File: src/rtl/simple_pipe_pkg.sv
// ----------------------------------------------------------------------------
// simple_pipe_pkg
// Shared definitions for the 4 x 8-bit register simple pipeline controller:
// opcode encodings, instruction field positions, the packed pipe-stage record
// and a small decode helper.
// ----------------------------------------------------------------------------
package simple_pipe_pkg;

    // Datapath width carried by the pipe-stage record.
    localparam int PIPE_DATA_W = 8;

    // Opcode encodings (inst[7:6]).
    localparam logic [1:0] OP_NOP  = 2'b00;
    localparam logic [1:0] OP_ADD  = 2'b01;
    localparam logic [1:0] OP_SUB  = 2'b10;
    localparam logic [1:0] OP_NAND = 2'b11;

    // Instruction field positions: [7:6] op, [5:4] rs1, [3:2] rs2, [1:0] rd.
    localparam int OP_HI  = 7;
    localparam int OP_LO  = 6;
    localparam int RS1_HI = 5;
    localparam int RS1_LO = 4;
    localparam int RS2_HI = 3;
    localparam int RS2_LO = 2;
    localparam int RD_HI  = 1;
    localparam int RD_LO  = 0;

    // One pipeline stage worth of state.
    typedef struct packed {
        logic                   valid;
        logic [1:0]             op;
        logic [1:0]             rs1;
        logic [1:0]             rs2;
        logic [1:0]             rd;
        logic [PIPE_DATA_W-1:0] result;
    } pipe_stage_t;

    // True for every op that writes its destination register.
    function automatic logic op_writes(input logic [1:0] op);
        return (op != OP_NOP);
    endfunction

endpackage

File: src/rtl/simple_pipe_alu.sv
// ----------------------------------------------------------------------------
// simple_pipe_alu
// Combinational ALU used in the EX stage.
// Ports:
//   op     in  2       opcode (NOP/ADD/SUB/NAND)
//   a, b   in  DATA_W  operands (rs1, rs2)
//   result out DATA_W  ADD/SUB wrap modulo 2^DATA_W; NOP yields zero
// ----------------------------------------------------------------------------
module simple_pipe_alu
    import simple_pipe_pkg::*;
#(
    parameter int DATA_W = 8
) (
    input  logic [1:0]        op,
    input  logic [DATA_W-1:0] a,
    input  logic [DATA_W-1:0] b,
    output logic [DATA_W-1:0] result
);

    // Operation select; carries and borrows fall off the top.
    always_comb begin
        result = '0;
        case (op)
            OP_ADD:  result = a + b;
            OP_SUB:  result = a - b;
            OP_NAND: result = ~(a & b);
            default: result = '0;
        endcase
    end

endmodule

File: src/rtl/simple_pipe_ctrl.sv
// ----------------------------------------------------------------------------
// simple_pipe_ctrl
// Issue/sequencing controller for the simple pipeline. Instructions are
// accepted over inst_valid/inst_ready, computed in EX and retired from WB,
// which owns the single write port of r0..r3.
//
// Build option: FORWARD_EN
//   undefined - a read-after-write dependency on the instruction in WB holds
//               EX for one cycle and drops a bubble into WB (counted in
//               stall_cnt).
//   defined   - the WB result is forwarded into EX, issue never stalls and
//               stall_cnt stays zero.
//
// Ports:
//   clk, rst_n                 clock, synchronous active-low reset
//   inst_valid/inst_ready/inst instruction handshake ([7:6] op, [5:4] rs1,
//                              [3:2] rs2, [1:0] rd)
//   r0_out..r3_out             architectural register values
//   retire_valid/retire_inst   one-cycle pulse and instruction leaving WB
//   retire_cnt                 retired instruction count (wraps)
//   stall_cnt                  hazard stall cycle count (saturates)
// ----------------------------------------------------------------------------
module simple_pipe_ctrl
    import simple_pipe_pkg::*;
#(
    parameter int                DATA_W  = 8,
    parameter int                CNT_W   = 16,
    parameter logic [DATA_W-1:0] RST_VAL = 8'h00
) (
    input  logic              clk,
    input  logic              rst_n,
    input  logic              inst_valid,
    output logic              inst_ready,
    input  logic [7:0]        inst,
    output logic [DATA_W-1:0] r0_out,
    output logic [DATA_W-1:0] r1_out,
    output logic [DATA_W-1:0] r2_out,
    output logic [DATA_W-1:0] r3_out,
    output logic              retire_valid,
    output logic [7:0]        retire_inst,
    output logic [CNT_W-1:0]  retire_cnt,
    output logic [CNT_W-1:0]  stall_cnt
);

    logic              ex_valid_r;
    logic [7:0]        ex_inst_r;
    pipe_stage_t       wb_r;
    logic [DATA_W-1:0] rf_r [0:3];
    logic [CNT_W-1:0]  retire_cnt_r;
    logic [CNT_W-1:0]  stall_cnt_r;

    logic [1:0]        ex_op_s;
    logic [1:0]        ex_rs1_s;
    logic [1:0]        ex_rs2_s;
    logic [1:0]        ex_rd_s;
    logic [DATA_W-1:0] opa_s;
    logic [DATA_W-1:0] opb_s;
    logic [DATA_W-1:0] alu_result_s;
    logic              wb_writes_s;
    logic              hazard_s;
    logic              accept_s;

    assign ex_op_s  = ex_inst_r[OP_HI:OP_LO];
    assign ex_rs1_s = ex_inst_r[RS1_HI:RS1_LO];
    assign ex_rs2_s = ex_inst_r[RS2_HI:RS2_LO];
    assign ex_rd_s  = ex_inst_r[RD_HI:RD_LO];

    // A NOP (or bubble) in WB never produces a value anyone depends on.
    assign wb_writes_s = wb_r.valid && op_writes(wb_r.op);

`ifdef FORWARD_EN
    // Operand fetch with bypass of the WB result; dependencies never stall.
    always_comb begin
        hazard_s = 1'b0;
        if (wb_writes_s && (wb_r.rd == ex_rs1_s)) begin
            opa_s = wb_r.result;
        end else begin
            opa_s = rf_r[ex_rs1_s];
        end
        if (wb_writes_s && (wb_r.rd == ex_rs2_s)) begin
            opb_s = wb_r.result;
        end else begin
            opb_s = rf_r[ex_rs2_s];
        end
    end
`else
    // Operand fetch from the register file; a pending WB write to a source
    // register is a hazard that holds EX until the write has landed.
    always_comb begin
        opa_s    = rf_r[ex_rs1_s];
        opb_s    = rf_r[ex_rs2_s];
        hazard_s = ex_valid_r && wb_writes_s &&
                   ((wb_r.rd == ex_rs1_s) || (wb_r.rd == ex_rs2_s));
    end
`endif

    assign inst_ready = rst_n && (!ex_valid_r || !hazard_s);
    assign accept_s   = inst_valid && inst_ready;

    simple_pipe_alu #(
        .DATA_W (DATA_W)
    ) u_alu (
        .op     (ex_op_s),
        .a      (opa_s),
        .b      (opb_s),
        .result (alu_result_s)
    );

    // EX stage register: loads on accept, holds while a hazard is pending.
    always_ff @(posedge clk) begin
        if (!rst_n) begin
            ex_valid_r <= 1'b0;
            ex_inst_r  <= 8'h00;
        end else if (!hazard_s) begin
            ex_valid_r <= accept_s;
            if (accept_s) begin
                ex_inst_r <= inst;
            end else begin
                ex_inst_r <= ex_inst_r;
            end
        end else begin
            ex_valid_r <= ex_valid_r;
            ex_inst_r  <= ex_inst_r;
        end
    end

    // WB stage register: takes the EX result, or an all-zero bubble so that
    // retire_inst reads zero whenever nothing retires.
    always_ff @(posedge clk) begin
        if (!rst_n || hazard_s || !ex_valid_r) begin
            wb_r <= '0;
        end else begin
            wb_r.valid  <= 1'b1;
            wb_r.op     <= ex_op_s;
            wb_r.rs1    <= ex_rs1_s;
            wb_r.rs2    <= ex_rs2_s;
            wb_r.rd     <= ex_rd_s;
            wb_r.result <= alu_result_s;
        end
    end

    // Architectural register file, written only from WB.
    always_ff @(posedge clk) begin
        if (!rst_n) begin
            for (int i = 0; i < 4; i++) begin
                rf_r[i] <= RST_VAL;
            end
        end else if (wb_writes_s) begin
            rf_r[wb_r.rd] <= wb_r.result;
        end else begin
            rf_r <= rf_r;
        end
    end

    // Retire counter (wraps, NOPs included) and stall counter (saturates).
    always_ff @(posedge clk) begin
        if (!rst_n) begin
            retire_cnt_r <= '0;
            stall_cnt_r  <= '0;
        end else begin
            if (wb_r.valid) begin
                retire_cnt_r <= retire_cnt_r + {{(CNT_W-1){1'b0}}, 1'b1};
            end else begin
                retire_cnt_r <= retire_cnt_r;
            end
            if (hazard_s && (stall_cnt_r != {CNT_W{1'b1}})) begin
                stall_cnt_r <= stall_cnt_r + {{(CNT_W-1){1'b0}}, 1'b1};
            end else begin
                stall_cnt_r <= stall_cnt_r;
            end
        end
    end

    assign r0_out       = rf_r[0];
    assign r1_out       = rf_r[1];
    assign r2_out       = rf_r[2];
    assign r3_out       = rf_r[3];
    assign retire_valid = wb_r.valid;
    assign retire_inst  = {wb_r.op, wb_r.rs1, wb_r.rs2, wb_r.rd};
    assign retire_cnt   = retire_cnt_r;
    assign stall_cnt    = stall_cnt_r;

endmodule

File: config.mk
export PLATFORM = sky130hd
export DESIGN_NAME = simple_pipe_ctrl
export DESIGN_NICKNAME = d
export VERILOG_FILES = /design/src/rtl/simple_pipe_pkg.sv /design/src/rtl/simple_pipe_alu.sv /design/src/rtl/simple_pipe_ctrl.sv
export SDC_FILE = /design/constraint.sdc
export NUM_CORES = 1
export LEC_CHECK = 0
export CORE_MARGIN = 5
export CORE_UTILIZATION = 52
export CTS_BUF_LIST = sky130_fd_sc_hd__clkbuf_16
export DETAILED_ROUTE_END_ITERATION = 8
export GPL_TIMING_DRIVEN = 1
export PLACE_DENSITY = 0.8
export RECOVER_POWER = 100
export SYNTH_ARGS = -nofsm -noshare
export SYNTH_HDL_FRONTEND = slang
export SYNTH_SLANG_ARGS = --single-unit
File: constraint.sdc
create_clock -name clk -period 3.6 [get_ports clk]
set_input_delay 0.72 -clock clk [delete_from_list [all_inputs] [get_ports clk]]
set_output_delay 0.72 -clock clk [all_outputs]
set_load 0.005 [all_outputs]
======== Yosys cells after proc, flatten, opt, wreduce, memory -nomap -nowiden ========
Index checks and enable logic that the tools add are counted.
word-level totals
  register bits ........................... 90
  output and inout bits ................... 74
  logic and storage cells ................. 61
operators by class
  add/subtract/negate cells ............... 4
  $lt $le $gt $ge ......................... 4
  equal/unequal tests ..................... 6
  multiplexer cells ....................... 11
  bitwise gates (word level) .............. 6
  reduce and logical (&&, ||, !) cells .... 16
operator list
  cell                                                                   count
  8-bit two-way mux                                                      5
  16-bit by 1-bit adder with 16-bit output (second input constant)       2
  8-bit binary-select mux with 2-bit select                              2
  32-bit bitwise mux                                                     1
  8-bit case mux with 3 select lines                                     1
  17-bit two-way mux                                                     1
  8-bit demux with 2-bit select                                          1
  16-bit != test (second input constant)                                 1
  3-bit >= comparator (second input constant)                            3
  2-bit inverter with 3-bit output                                       3
  8-bit adder                                                            1
  8-bit bitwise AND                                                      1
  8-bit inverter                                                         1
  8-bit subtractor                                                       1
  1-bit logical AND                                                      7
  2-bit == test                                                          2
  2-bit == test (second input constant)                                  2
  1-bit logical OR                                                       4
  1-bit logical NOT                                                      3
  3-bit by 1-bit < comparator with 1-bit output (second input constant)  1
  2-bit by 1-bit == test with 1-bit output (second input constant)       1
  2-bit AND reduction                                                    1
  2-bit nonzero test                                                     1
  1-bit inverter                                                         1

======== Depth between registers and ports, before layout ========
Gate-level depths: netlist of the first run.
  depth in word-level cells ............... 9
  depth in mapped cells ................... 13

======== Modules after synthesis ========
A second synthesis of the first run with hierarchy kept.
unflattened totals
  cells, all modules ...................... 501
  area total of the unflattened synthesis .. 4,688.2 um^2
modules (own cells, without submodules)
  module            instances  cells an instance  area each (um^2)
  simple_pipe_ctrl  1          411                4,055.1
  simple_pipe_alu   1          90                 633.1

======== Worst setup path before layout of the first run ========
OpenSTA, ideal clock, no wires.
  kind .................................... flip-flop to flip-flop
  start point ............................. reg ex_inst_r[2]
  end point ............................... reg wb_r[6] (netlist bit)
  setup time .............................. 74 ps
  arrival time ............................ 2,797 ps
  data required time ...................... 3,526 ps
  setup slack ............................. 729 ps
  cell stages (with the launch flop) ...... 14
  path buffers ............................ 1
  period minus slack after synthesis ...... 2,871 ps
  path through ............................ dfxtp_1 > buf_6 > mux4_2 > inv_1 > ha_1 > nor2_1 > xnor2_1 > ha_1 > nor2b_1 > o21ai_0 > a21boi_0 > o21a_1 > or3_1 > a31oi_1
between the ends
  longest elaborated chain between the ends .. 7
  elaborated cells between the ends (all ways) .. 14
RTL lines
  element                                                   RTL line                 RTL
  start, declared                                           simple_pipe_ctrl.sv:46   logic [7:0] ex_inst_r;
  start signal, assigned                                    simple_pipe_ctrl.sv:117  ex_inst_r <= inst;
  start signal, assigned                                    simple_pipe_ctrl.sv:119  ex_inst_r <= ex_inst_r;
  start signal, assigned                                    simple_pipe_ctrl.sv:123  ex_inst_r <= ex_inst_r;
  branches (longest 7 deep; another with 8-bit subtractor)  --
  end, declared                                             simple_pipe_ctrl.sv:47   pipe_stage_t wb_r;
Several ways; the timed one is not identified. The select of a mux whose other input is x is not followed.
A chain may end at the register's enable or synchronous reset.

======== Worst setup path after layout of the first run ========
  start point ............................. reg ex_inst_r[5]
  end point ............................... out inst_ready
between the ends
  longest elaborated chain between the ends .. 6
RTL lines
  element            RTL line                RTL
  2-bit == test      simple_pipe_ctrl.sv:93  ((wb_r.rd == ex_rs1_s) || (wb_r.rd == ex_rs2_s));
  1-bit logical OR   simple_pipe_ctrl.sv:93
  1-bit logical AND  simple_pipe_ctrl.sv:92  hazard_s = ex_valid_r && wb_writes_s &&
  1-bit logical NOT  --
  1-bit logical OR   simple_pipe_ctrl.sv:97  assign inst_ready = rst_n && (!ex_valid_r || !hazard_s);
  1-bit logical AND  simple_pipe_ctrl.sv:97
  end, declared      simple_pipe_ctrl.sv:33  output logic inst_ready,
Every way passes these cells.

==> flow_metrics.tcl, run 1 <==
set metrics [dict create \
    postSynthCellCount 483 \
    syn-mean-instance-area_um2 9.22 \
    grt_first_pass_wirelength_um 18100 \
    reg2reg_setup_slack_ns 0.44 \
    place_hpwl_um 7950 \
    start_util_pct 53.7 \
    dr_total_vias 3779 \
    total_number_of_placement_rows 33 \
    antenna_cells 0 \
    count_of_nets_after_finishing 582 \
    cts_hold_repair.buffers 0 \
    synthToLayoutAreaGrowth_pct 25.8 \
    async_flop_share_pct 0 \
    dominantRegCellSynth "sky130_fd_sc_hd__dfxtp_1" \
    detail_route.first_pass.iterations 4 \
    tritoncts "done" \
    worstPathCellList "xor2_1, o22ai_1, and2_0, a21oi_1, dlygate4sd3_1" \
    skew_ns 0.00718 \
    setup_repair_after_global_routing_missed_its_margin "false" \
    yosysSeqAreaShare_pct 40.4 \
    cap_violations 0 \
    period_minus_slack_ns 3.27 \
    crit_path_start_kind "flop" \
    io_pins 85 \
    hold_end "retire_inst[0]" \
    via_count_of_the_first_global_routing_pass 3734 \
    numClockSinks 90 \
    grt_antenna_before_repair 0 \
    crit_path_max_fanout 11 \
    post_drt_via_cell_ratio 5.69 \
    drc_errors 0 \
    post-layout-total-power_uw 2000 \
    layout_worst_path_cycle_share_pct 90.7 \
    wl_per_cell_um 16.8 \
    die_h_um 103 \
    p_per_area_nw_per_um2 358 \
    timing_worst_slew_pin_value_ns 1.22 \
    htreeDepth 3 \
    gp_routability_congestion 0.998 \
    fp.coreArea_um2 8300 \
    power.ir.vdd_worst_uv 251 \
    cts_setup_buffers 0 \
    fmaxAchievable_mhz 306 \
    mappedNetlistArea_um2 4460 \
    finalSetupViolCount 0 \
    synth_seq_cells 90 \
    detail-route-antenna-nets 0 \
    totalNegativeSetupSlack_ns 0 \
    timing_max_transition_violations_final 0 \
    run_status "complete, no violations" \
    slew_headroom_pct 18.5 \
    timing.critical_path.slowest_cell_delay_ns 0.70 \
    critPathKind "reg2out" \
    timing.critical_path.slowest_stage_cell "sky130_fd_sc_hd__dfxtp_1" \
    post_syn_nets 509 \
    timing.rr.end "wb_r[6]" \
    cts_repair_resize_count 0 \
    rr_startpoint "ex_inst_r[2]" \
    die_w_um 103 \
    min_delay_path_depth 1 \
    endpoint_kind "output port" \
    hp-class "reg2reg" \
    drtIter0Drc 260 \
    cts_buffer_count 9 \
    clk_pin_slew_worst_paths_ns 0.06 \
    clock_tree.root_cell "sky130_fd_sc_hd__clkbuf_16" \
    worstHoldStart "ex_inst_r[0]" \
    ratio_of_cells_with_drive_above_1_in_the_final_layout_pct 6.98 \
    worst_ep_arrival_time_ns 2.55 \
    post_synth_cell_types 50 \
    timing.final.hold_violations 0 \
    ctsLongestPathBuffers 2 \
    pin_count_of_the_biggest_net_entering_global_routing 61 \
    number_of_synthesized_flops_with_an_enable_pin 0 \
    congestion_overflow_gr 0 \
    worst_skew_pair.late_latency_ns 0.34 \
    drt-total-wl_um 11100 \
    yosysWarnings 0 \
    die_area_um2 10500 \
    worst-endpoint-required_ns 2.88 \
    static_leakage_uw 0.00225 \
    ff_to_ff_path_depth 12 \
    grt_usage_pct 21.9 \
    io_buffers 84 \
]
## cell usage after synthesis (10+ instances only)
library cell	count	area share (%)
sky130_fd_sc_hd__nor2_1	61	5.1
sky130_fd_sc_hd__xor2_1	16	3.1
sky130_fd_sc_hd__xnor2_1	15	2.9
sky130_fd_sc_hd__clkbuf_1	17	1.4
sky130_fd_sc_hd__nand3_1	20	2.2
sky130_fd_sc_hd__mux2i_1	30	6.7
sky130_fd_sc_hd__mux4_2	14	7.1
sky130_fd_sc_hd__a21oi_1	20	2.2
sky130_fd_sc_hd__dfxtp_1	90	40
sky130_fd_sc_hd__ha_1	14	3.9
sky130_fd_sc_hd__nand2_1	47	4.0
sky130_fd_sc_hd__nor3_1	10	1.1
sky130_fd_sc_hd__o21ai_0	17	1.9
sky130_fd_sc_hd__inv_1	22	1.9
## kinds of logic (layout without fill, tap and decap cells)
group | Yosys count | count (layout) | share of synthesized area [%]
fa+ha+maj | 15 | 15 | 4.38
xor+xnor | 31 | 31 | 6.09
compound gates | 58 | 58 | 8.45
buf+inv | 53 | 129 | 5.36
flops | 90 | 90 | 40.4
simple gates | 190 | 190 | 20.3
mux | 46 | 46 | 15.0
## state kept, by name (all words and copies together) (netlist names)
register	cells
retire_valid	1
retire_cnt	16
ex_valid_r	1
stall_cnt	16
retire_inst	8
wb_r	8
r0_out	8
r3_out	8
r1_out	8
ex_inst_r	8
r2_out	8
## metal layers
metal / global-route usage (%) / vias up / part of all wire, %
li1: - / 1807 / -
met1: 26.8 / 1786 / 40
met2: 36.7 / 156 / 50
met3: 5.62 / 30 / 7.2
met4: 9.08 / 0 / 2.8
met5: 0 / - / 0
## worst max path at each step
| stage | depth (start not counted) | start | end |
|---|---|---|---|
| after floorplan | 13 | ex_inst_r[2] | wb_r[6] |
| after global placement | 10 | ex_inst_r[2] | wb_r[6] |
| after detailed placement | 12 | ex_inst_r[2] | wb_r[6] |
| after CTS | 12 | ex_inst_r[2] | wb_r[6] |
| after global routing | 5 | ex_inst_r[4] | inst_ready |
| final | 5 | ex_inst_r[5] | inst_ready |
## metrics by stage
stage                     setup WS, ns  cells  instance area (um2)  hold slack (ns)  util, %
final                            0.333    664                 5600            0.461     67.5
after global routing             0.147    664                 5600            0.470     67.5
after CTS                        0.458    664                 5610            0.462     67.6
after detailed placement         0.469    650                 5340            0.443     64.3
after global placement           0.586    650                 5340            0.437     64.3
after floorplan                  0.729    483                 4460            0.429        -
## placed cells by master, fill, tap and decap left out, drive strengths merged, types with 4 or more instances in the layout
master / n
mux2i: 30
a21oi: 20
nor3: 10
nor3b: 5
clkdlybuf4s50: 9
nand2b: 7
dlygate4sd3: 75
inv: 24
dfxtp: 90
nor2b: 4
nor2: 61
ha: 14
nand2: 47
mux4: 16
and3: 4
xor2: 16
xnor2: 15
nand3: 21
buf: 7
or3: 7
clkbuf: 10
and2: 9
o21ai: 17
nand4: 7
## critical path, delay by kind of cell, from the launching register on
family	cells	cell delay, ns
AO/OA/AOI/OAI	2	0.43
XOR/XNOR	1	0.16
buffers and inverters	1	0.58
flip-flops	1	0.70
AND/OR/NAND/NOR	1	0.34
## layout make-up
| cell class | instances | area (um2) |
|---|---|---|
| Clock buffer | 9 | 225 |
| Multi-Input combinational cell | 340 | 2410 |
| Fill cell | 663 | 2700 |
| Tap cell | 105 | 131 |
| Timing Repair Buffer | 92 | 898 |
| Clock inverter | 5 | 50.0 |
| Sequential cell | 90 | 1800 |
| Inverter | 23 | 86.3 |
## power by group
part           switching [uW]  internal (uW)
Combinational            46.4           40.5
Sequential               17.7           1010
Clock                     370            524
(Power assumes the default switching activity.)
==> run 2: changes to the inputs <==
- CELL_PAD_IN_SITES_DETAIL_PLACEMENT: unset -> 1
- CELL_PAD_IN_SITES_GLOBAL_PLACEMENT: unset -> 1
- CORE_UTILIZATION: 52 -> 39
- PLACE_DENSITY: 0.8 -> unset
- PLACE_DENSITY_LB_ADDON: unset -> 0.1
==> run 2 against run 1 <==
Against the previous run: wire length grew 11%; flip-flop and latch count is the same; worst hold slack better by 0.0055 ns; first-iteration DRC count decreased by 46%; global-route usage down 2.2 points; largest power group is now clock; sequential share of layout area shrank 0.61 points.
==> flow_metrics.tcl, run 2 (synthesis gave the netlist of run 1 again) <==
set metrics [dict create \
    run_status "complete, no violations" \
    wl_per_cell_um 17.5 \
    reg2reg_setup_slack_ns 0.35 \
    count_of_nets_after_finishing 583 \
    worst-endpoint-required_ns 3.82 \
    slew_headroom_pct 15.4 \
    crit_end "wb_r[7]" \
    cell_internal_pwr_uw 1720 \
    static_leakage_uw 0.00228 \
    worst_ep_arrival_time_ns 3.48 \
    detail-route-antenna-nets 0 \
    critical_path_launch_point "ex_inst_r[3]" \
    timing.rr.end "wb_r[7]" \
    die_h_um 117 \
    ff_to_ff_path_depth 10 \
    hp-class "reg2reg" \
    via_count_of_the_first_global_routing_pass 3934 \
    power.ir.vdd_worst_uv 259 \
    tritoncts "done" \
    skew_ns 0.00738 \
    drtIter0Drc 141 \
    place_hpwl_um 8980 \
    ratio_of_cells_with_drive_above_1_in_the_final_layout_pct 7.30 \
    post_drt_via_cell_ratio 5.30 \
    cts_setup_buffers 0 \
    timing_max_transition_violations_final 0 \
    timing.final.hold_violations 0 \
    timing.critical_path.slowest_cell_delay_ns 0.61 \
    crit_path_max_fanout 9 \
    totalNegativeSetupSlack_ns 0 \
    ctsLongestPathBuffers 2 \
    cts_buffer_count 9 \
    cts_hold_repair.buffers 0 \
    timing.critical_path.slowest_stage_cell "sky130_fd_sc_hd__dfxtp_1" \
    mostFrequentLayoutCells "90 x sky130_fd_sc_hd__dfxtp_1, 74 x sky130_fd_sc_hd__dlygate4sd3_1, 61 x sky130_fd_sc_hd__nor2_1, 47 x sky130_fd_sc_hd__nand2_1, 30 x sky130_fd_sc_hd__mux2i_1" \
    worstPathCellList "mux4_2, o31ai_1, xor2_1, ha_1, and2_0, o21ai_0, nand3_1, a22o_1, a32oi_1, nor2_1" \
    endpoint_kind "flop" \
    combinationalPowerShare_pct 4.3 \
    pin_count_of_the_biggest_net_entering_global_routing 61 \
    io_buffers 84 \
    die_area_um2 13700 \
    drt-total-wl_um 12300 \
    final_common_cell "sky130_fd_sc_hd__dfxtp_1" \
    timing_worst_slew_pin_value_ns 1.27 \
    io_pins 85 \
    clk_pin_slew_worst_paths_ns 0.06 \
    critPathKind "reg2reg" \
    period_minus_slack_ns 3.25 \
    detail_route.first_pass.iterations 4 \
    cts_repair_resize_count 0 \
    fmaxAchievable_mhz 307 \
    gp_routability_congestion 0.914 \
    worst_skew_pair.late_latency_ns 0.35 \
    setup_repair_after_global_routing_missed_its_margin "false" \
    htreeDepth 3 \
    p_seq_share_pct 47.1 \
    fp.coreArea_um2 11300 \
    start_util_pct 39.4 \
    worstHoldStart "ex_inst_r[1]" \
    p_per_area_nw_per_um2 380 \
    congestion_overflow_gr 0 \
    rr_startpoint "ex_inst_r[3]" \
    min_delay_path_depth 1 \
    grt_usage_pct 19.6 \
    numClockSinks 90 \
    grt_antenna_before_repair 0 \
    p_sw_share_pct 20.9 \
    total_number_of_placement_rows 39 \
    die_w_um 117 \
    grt_first_pass_wirelength_um 20700 \
    crit_path_start_kind "flop" \
    power.switching_uw 453 \
    synthToLayoutAreaGrowth_pct 28.2 \
    post-layout-total-power_uw 2170 \
    power_frac_clock_pct 48.6 \
    cap_violations 0 \
    drc_errors 0 \
    layout_worst_path_cycle_share_pct 90.4 \
    antenna_cells 0 \
    finalSetupViolCount 0 \
    dr_total_vias 3734 \
    clock_tree.root_cell "sky130_fd_sc_hd__clkbuf_16" \
]
[run 2: changes by cell type in the layout (fill, tap and decap cells not counted), moves of 2 or more]
cell,previous run,this run
sky130_fd_sc_hd__inv_1,24,22
sky130_fd_sc_hd__bufinv_16,1,3
sky130_fd_sc_hd__clkinv_1,1,3
sky130_fd_sc_hd__and2_0,3,6
sky130_fd_sc_hd__and2_1,5,2
[run 2: layout make-up]
class                      instances  area [um2]
timing repair buffer              93         906
sequential                        90        1800
multi-input combinational        340        2400
clock inverter                     7         108
clock buffer                       9         225
fill                            1312        5610
tap                              143         179
inverter                          23        86.3
[run 2: worst min path at each step]
stage | end | slack (ns)
finish | retire_inst[1] | 0.47
global route | retire_inst[1] | 0.48
detailed placement | retire_inst[1] | 0.45
global placement | retire_inst[1] | 0.44
floorplan | retire_inst[0] | 0.43
CTS | retire_inst[1] | 0.46
[run 2: metrics by stage]
step | area (um2) | worst slack (ns) | hold slack (ns) | utilization (%) | instances
2_1_floorplan | 4460 | 0.729 | 0.429 | - | 483
3_3_place_gp | 5390 | 0.584 | 0.436 | 47.6 | 689
3_5_place_dp | 5390 | 0.497 | 0.449 | 47.6 | 689
4_1_cts | 5720 | 0.371 | 0.463 | 50.6 | 705
5_1_grt | 5710 | 0.134 | 0.477 | 50.4 | 705
6_report | 5710 | 0.345 | 0.466 | 50.4 | 705
[run 2: per-layer routing]
layer / vias to the layer above / routed length (um) / track usage, %
met5: - / 0 / 0
met4: 0 / 202 / 7.03
met3: 14 / 520 / 4.06
met2: 70 / 6150 / 32.9
met1: 1835 / 5470 / 25.1
li1: 1815 / - / -
[run 2: critical path: cells and delay by family (launching register included)]
kind / cells / cell delay, ns
AO/OA/AOI/OAI: 4 / 1.20
XOR/XNOR: 1 / 0.15
multiplexers: 1 / 0.43
AND/OR/NAND/NOR: 3 / 0.36
adder cells (fa/ha/maj): 1 / 0.37
flip-flops: 1 / 0.61
[run 2: power by group through the flow]
stage | Sequential, uW | Combinational, uW | Clock (uW)
after floorplan | 1030 | 63.8 | 0
after global placement | 1040 | 94.0 | 0
after detailed placement | 1050 | 95.9 | 0
after CTS | 1020 | 96.4 | 1080
after global routing | 1020 | 102 | 1130
final | 1020 | 92.8 | 1050
==> run 3: changes to the inputs <==
- CORE_ASPECT_RATIO: unset -> 1.75
- CORE_UTILIZATION: 39 -> 40
- SYNTH_HIERARCHICAL: unset -> 1
==> run 3 against run 2 <==
Against the previous run: the flow now finishes with violations (max-capacitance violations, max-slew violations); clock skew grew 0.0010 ns; setup slack lost 0.095 ns; clock power shrank 10%; highest routed layer unchanged; largest power group is now sequential cells; wire length grew 11%; combinational power grew 12%; non-clock buffer count grew 1; worst hold slack lost 0.0029 ns.
==> flow_metrics.tcl, run 3 <==
set metrics [dict create \
    yosysWarnings 6 \
    dr_total_vias 4021 \
    drt-total-wl_um 13700 \
    count_of_nets_after_finishing 599 \
    finalSetupViolCount 0 \
    synth_seq_cells 90 \
    io_buffers 84 \
    die_area_um2 14100 \
    timing.critical_path.slowest_cell_delay_ns 1.36 \
    timing.final.hold_violations 0 \
    timing.critical_path.slowest_stage_cell "sky130_fd_sc_hd__clkbuf_1" \
    critPathKind "in2reg" \
    wl_per_cell_um 19.3 \
    async_flop_share_pct 0 \
    cell_internal_pwr_uw 1580 \
    run_status "complete, but fails checks" \
    fillers 1333 \
    post_drt_via_cell_ratio 5.64 \
    mappedNetlistArea_um2 4690 \
    post_synth_cell_types 54 \
    antenna_cells 0 \
    postSynthCellCount 501 \
    worst_ep_arrival_time_ns 3.63 \
    worst_skew_pair.late_latency_ns 0.35 \
    worst-endpoint-required_ns 3.88 \
    setup_repair_after_global_routing_missed_its_margin "false" \
    synth_area_leader_cell "sky130_fd_sc_hd__dfxtp_1" \
    fmaxAchievable_mhz 299 \
    number_of_synthesized_flops_with_an_enable_pin 0 \
    top_cell_types_by_occurrence_after_synthesis "90 x sky130_fd_sc_hd__dfxtp_1, 65 x sky130_fd_sc_hd__nand2_1, 46 x sky130_fd_sc_hd__mux2i_1, 46 x sky130_fd_sc_hd__nor2_1, 21 x sky130_fd_sc_hd__xnor2_1" \
    hp-class "reg2reg" \
    total_number_of_placement_rows 52 \
    timing_worst_slew_pin_value_ns 2.23 \
    post_syn_nets 527 \
    drc_errors 0 \
    final_common_cell "sky130_fd_sc_hd__dfxtp_1" \
    htreeDepth 3 \
    detail_route.first_pass.iterations 4 \
    ratio_of_cells_with_drive_above_1_in_the_final_layout_pct 8.30 \
    totalNegativeSetupSlack_ns 0 \
    place_hpwl_um 10200 \
    cts_hold_repair.buffers 0 \
    timing.hold.ws_ns 0.463 \
    pin_count_of_the_biggest_net_entering_global_routing 51 \
    start_util_pct 40.7 \
    power.ir.vdd_worst_uv 217 \
    synth_top_cell_area_share_pct 38.4 \
    failed_checks "max-capacitance violations, max-slew violations" \
    timing_max_transition_violations_final 98 \
    combinationalPowerShare_pct 5.0 \
    numClockSinks 90 \
    via_count_of_the_first_global_routing_pass 4323 \
    dominantRegCellSynth "sky130_fd_sc_hd__dfxtp_1" \
    placed_area_um2 5610 \
    timing.critical_path.buf_inv 2 \
    most_frequent_cell_after_synthesis "sky130_fd_sc_hd__dfxtp_1" \
    worstPathCellList "dlygate4sd3_1, clkbuf_1, o211a_1, and2_1" \
    grt_first_pass_wirelength_um 22500 \
    finish.instance_area_um2 5890 \
    die_w_um 91.8 \
    slew_headroom_pct -48.9 \
    cts_setup_buffers 0 \
    p_sw_share_pct 23.1 \
    tritoncts "done" \
    mostFrequentLayoutCells "90 x sky130_fd_sc_hd__dfxtp_1, 75 x sky130_fd_sc_hd__dlygate4sd3_1, 65 x sky130_fd_sc_hd__nand2_1, 46 x sky130_fd_sc_hd__nor2_1, 46 x sky130_fd_sc_hd__mux2i_1" \
    gp_routability_congestion 0.911 \
    cap_violations 2 \
    clock_tree.root_cell "sky130_fd_sc_hd__clkbuf_16" \
    endpoint_kind "flop" \
    static_leakage_uw 0.00222 \
    period_minus_slack_ns 3.35 \
    timing.critical_path.max_delay_family "buffers and inverters" \
    power.switching_uw 477 \
    power_frac_clock_pct 45.7 \
    drtIter0Drc 149 \
    p_seq_share_pct 49.3 \
    clk_pin_slew_worst_paths_ns 0.07 \
    synthToLayoutAreaGrowth_pct 25.7 \
    ctsLongestPathBuffers 2 \
    congestion_overflow_gr 0 \
    yosysSeqAreaShare_pct 38.4 \
    cts_repair_resize_count 0 \
    io_pins 85 \
    detail-route-antenna-nets 0 \
    crit_path_max_fanout 46 \
    grt_usage_pct 20.2 \
    layout_worst_path_cycle_share_pct 93.0 \
    grt_antenna_before_repair 0 \
    crit_path_start_kind "input port" \
    skew_ns 0.00840 \
    cts_buffer_count 9 \
    fp.coreArea_um2 11500 \
    p_per_area_nw_per_um2 350 \
    syn-mean-instance-area_um2 9.36 \
    yosys-top-cells-area "sky130_fd_sc_hd__dfxtp_1 38%, sky130_fd_sc_hd__mux2i_1 9.8%, sky130_fd_sc_hd__mux4_2 7.7%" \
    die_h_um 153 \
]
-- run 3: changes by cell type after synthesis, moves of 4 or more --
cell	delta
sky130_fd_sc_hd__nand2_1	+18
sky130_fd_sc_hd__mux2i_1	+16
sky130_fd_sc_hd__nor2_1	-15
sky130_fd_sc_hd__nand3_1	-14
sky130_fd_sc_hd__o21ai_0	-12
sky130_fd_sc_hd__xor2_1	-11
sky130_fd_sc_hd__inv_1	-10
sky130_fd_sc_hd__and2_1	+8
sky130_fd_sc_hd__nand2b_1	+8
sky130_fd_sc_hd__nor4_1	+6
sky130_fd_sc_hd__xnor2_1	+6
sky130_fd_sc_hd__buf_2	+5
sky130_fd_sc_hd__nor4b_1	+4
-- run 3: stage by stage --
step	setup slack (ns)	power, uW	std cells	util (%)
after floorplan	0.246	1100	501	-
after CTS	0.320	2090	713	51.2
final	0.250	2060	713	51.2
after global routing	0.0439	2150	713	51.2
after global placement	0.438	1140	697	48.7
after detailed placement	0.334	1150	697	48.7
-- run 3: cell type report --
cell class	instances	area [um2]	share of cell area [%]
Clock buffer	9	225	3.82
Clock inverter	7	70.1	1.19
Inverter	13	48.8	0.828
Multi-Input combinational cell	365	2670	45.3
Sequential cell	90	1800	30.6
Tap cell	135	169	2.87
Timing Repair Buffer	94	908	15.4
-- run 3: metal layers --
layer / vias up / part of all wire (%) / track usage (%)
met4: 0 / 1.7 / 7.23
met2: 87 / 59 / 39.6
met1: 2015 / 36 / 20.3
li1: 1902 / - / -
met3: 17 / 3.4 / 4.38
met5: - / 0 / 0
-- run 3: kinds of logic after synthesis --
family / count (synthesis) / synth area share (%)
AOI/OAI and AO/OA: 53 / 7.29
adders and majority gates: 15 / 4.16
DFF: 90 / 38.4
buffers and inverters: 46 / 4.59
xor gates and xnor gates: 26 / 4.86
muxes: 63 / 17.7
and+or+nand+nor: 208 / 22.9
-- run 3: tightest hold or removal path: cells and delay by family (launching register included) --
| family | cells | cell delay (ns) |
|---|---|---|
| DFF | 1 | 0.31 |
| muxes | 1 | 0.06 |
| and+or+nand+nor | 1 | 0.05 |
-- run 3: path summary, 6_finish.rpt --
kind / depth (start not counted) / to / slack (ns) / start
max: 4 / retire_inst[2] / 0.25 / rst_n
min: 2 / ex_inst_r[0] / 0.46 / ex_inst_r[0]
max reg2reg: 12 / wb_r[7] / 0.31 / ex_inst_r[2]
min reg2reg: 2 / ex_inst_r[0] / 0.46 / ex_inst_r[0]
-- run 3: power groups by stage --
stage | Sequential, uW | Clock, uW | Combinational (uW)
floorplan | 1030 | 0 | 72.2
global placement | 1040 | 0 | 104
detailed placement | 1040 | 0 | 107
CTS | 1020 | 970 | 107
global route | 1020 | 1020 | 112
finish | 1020 | 941 | 104
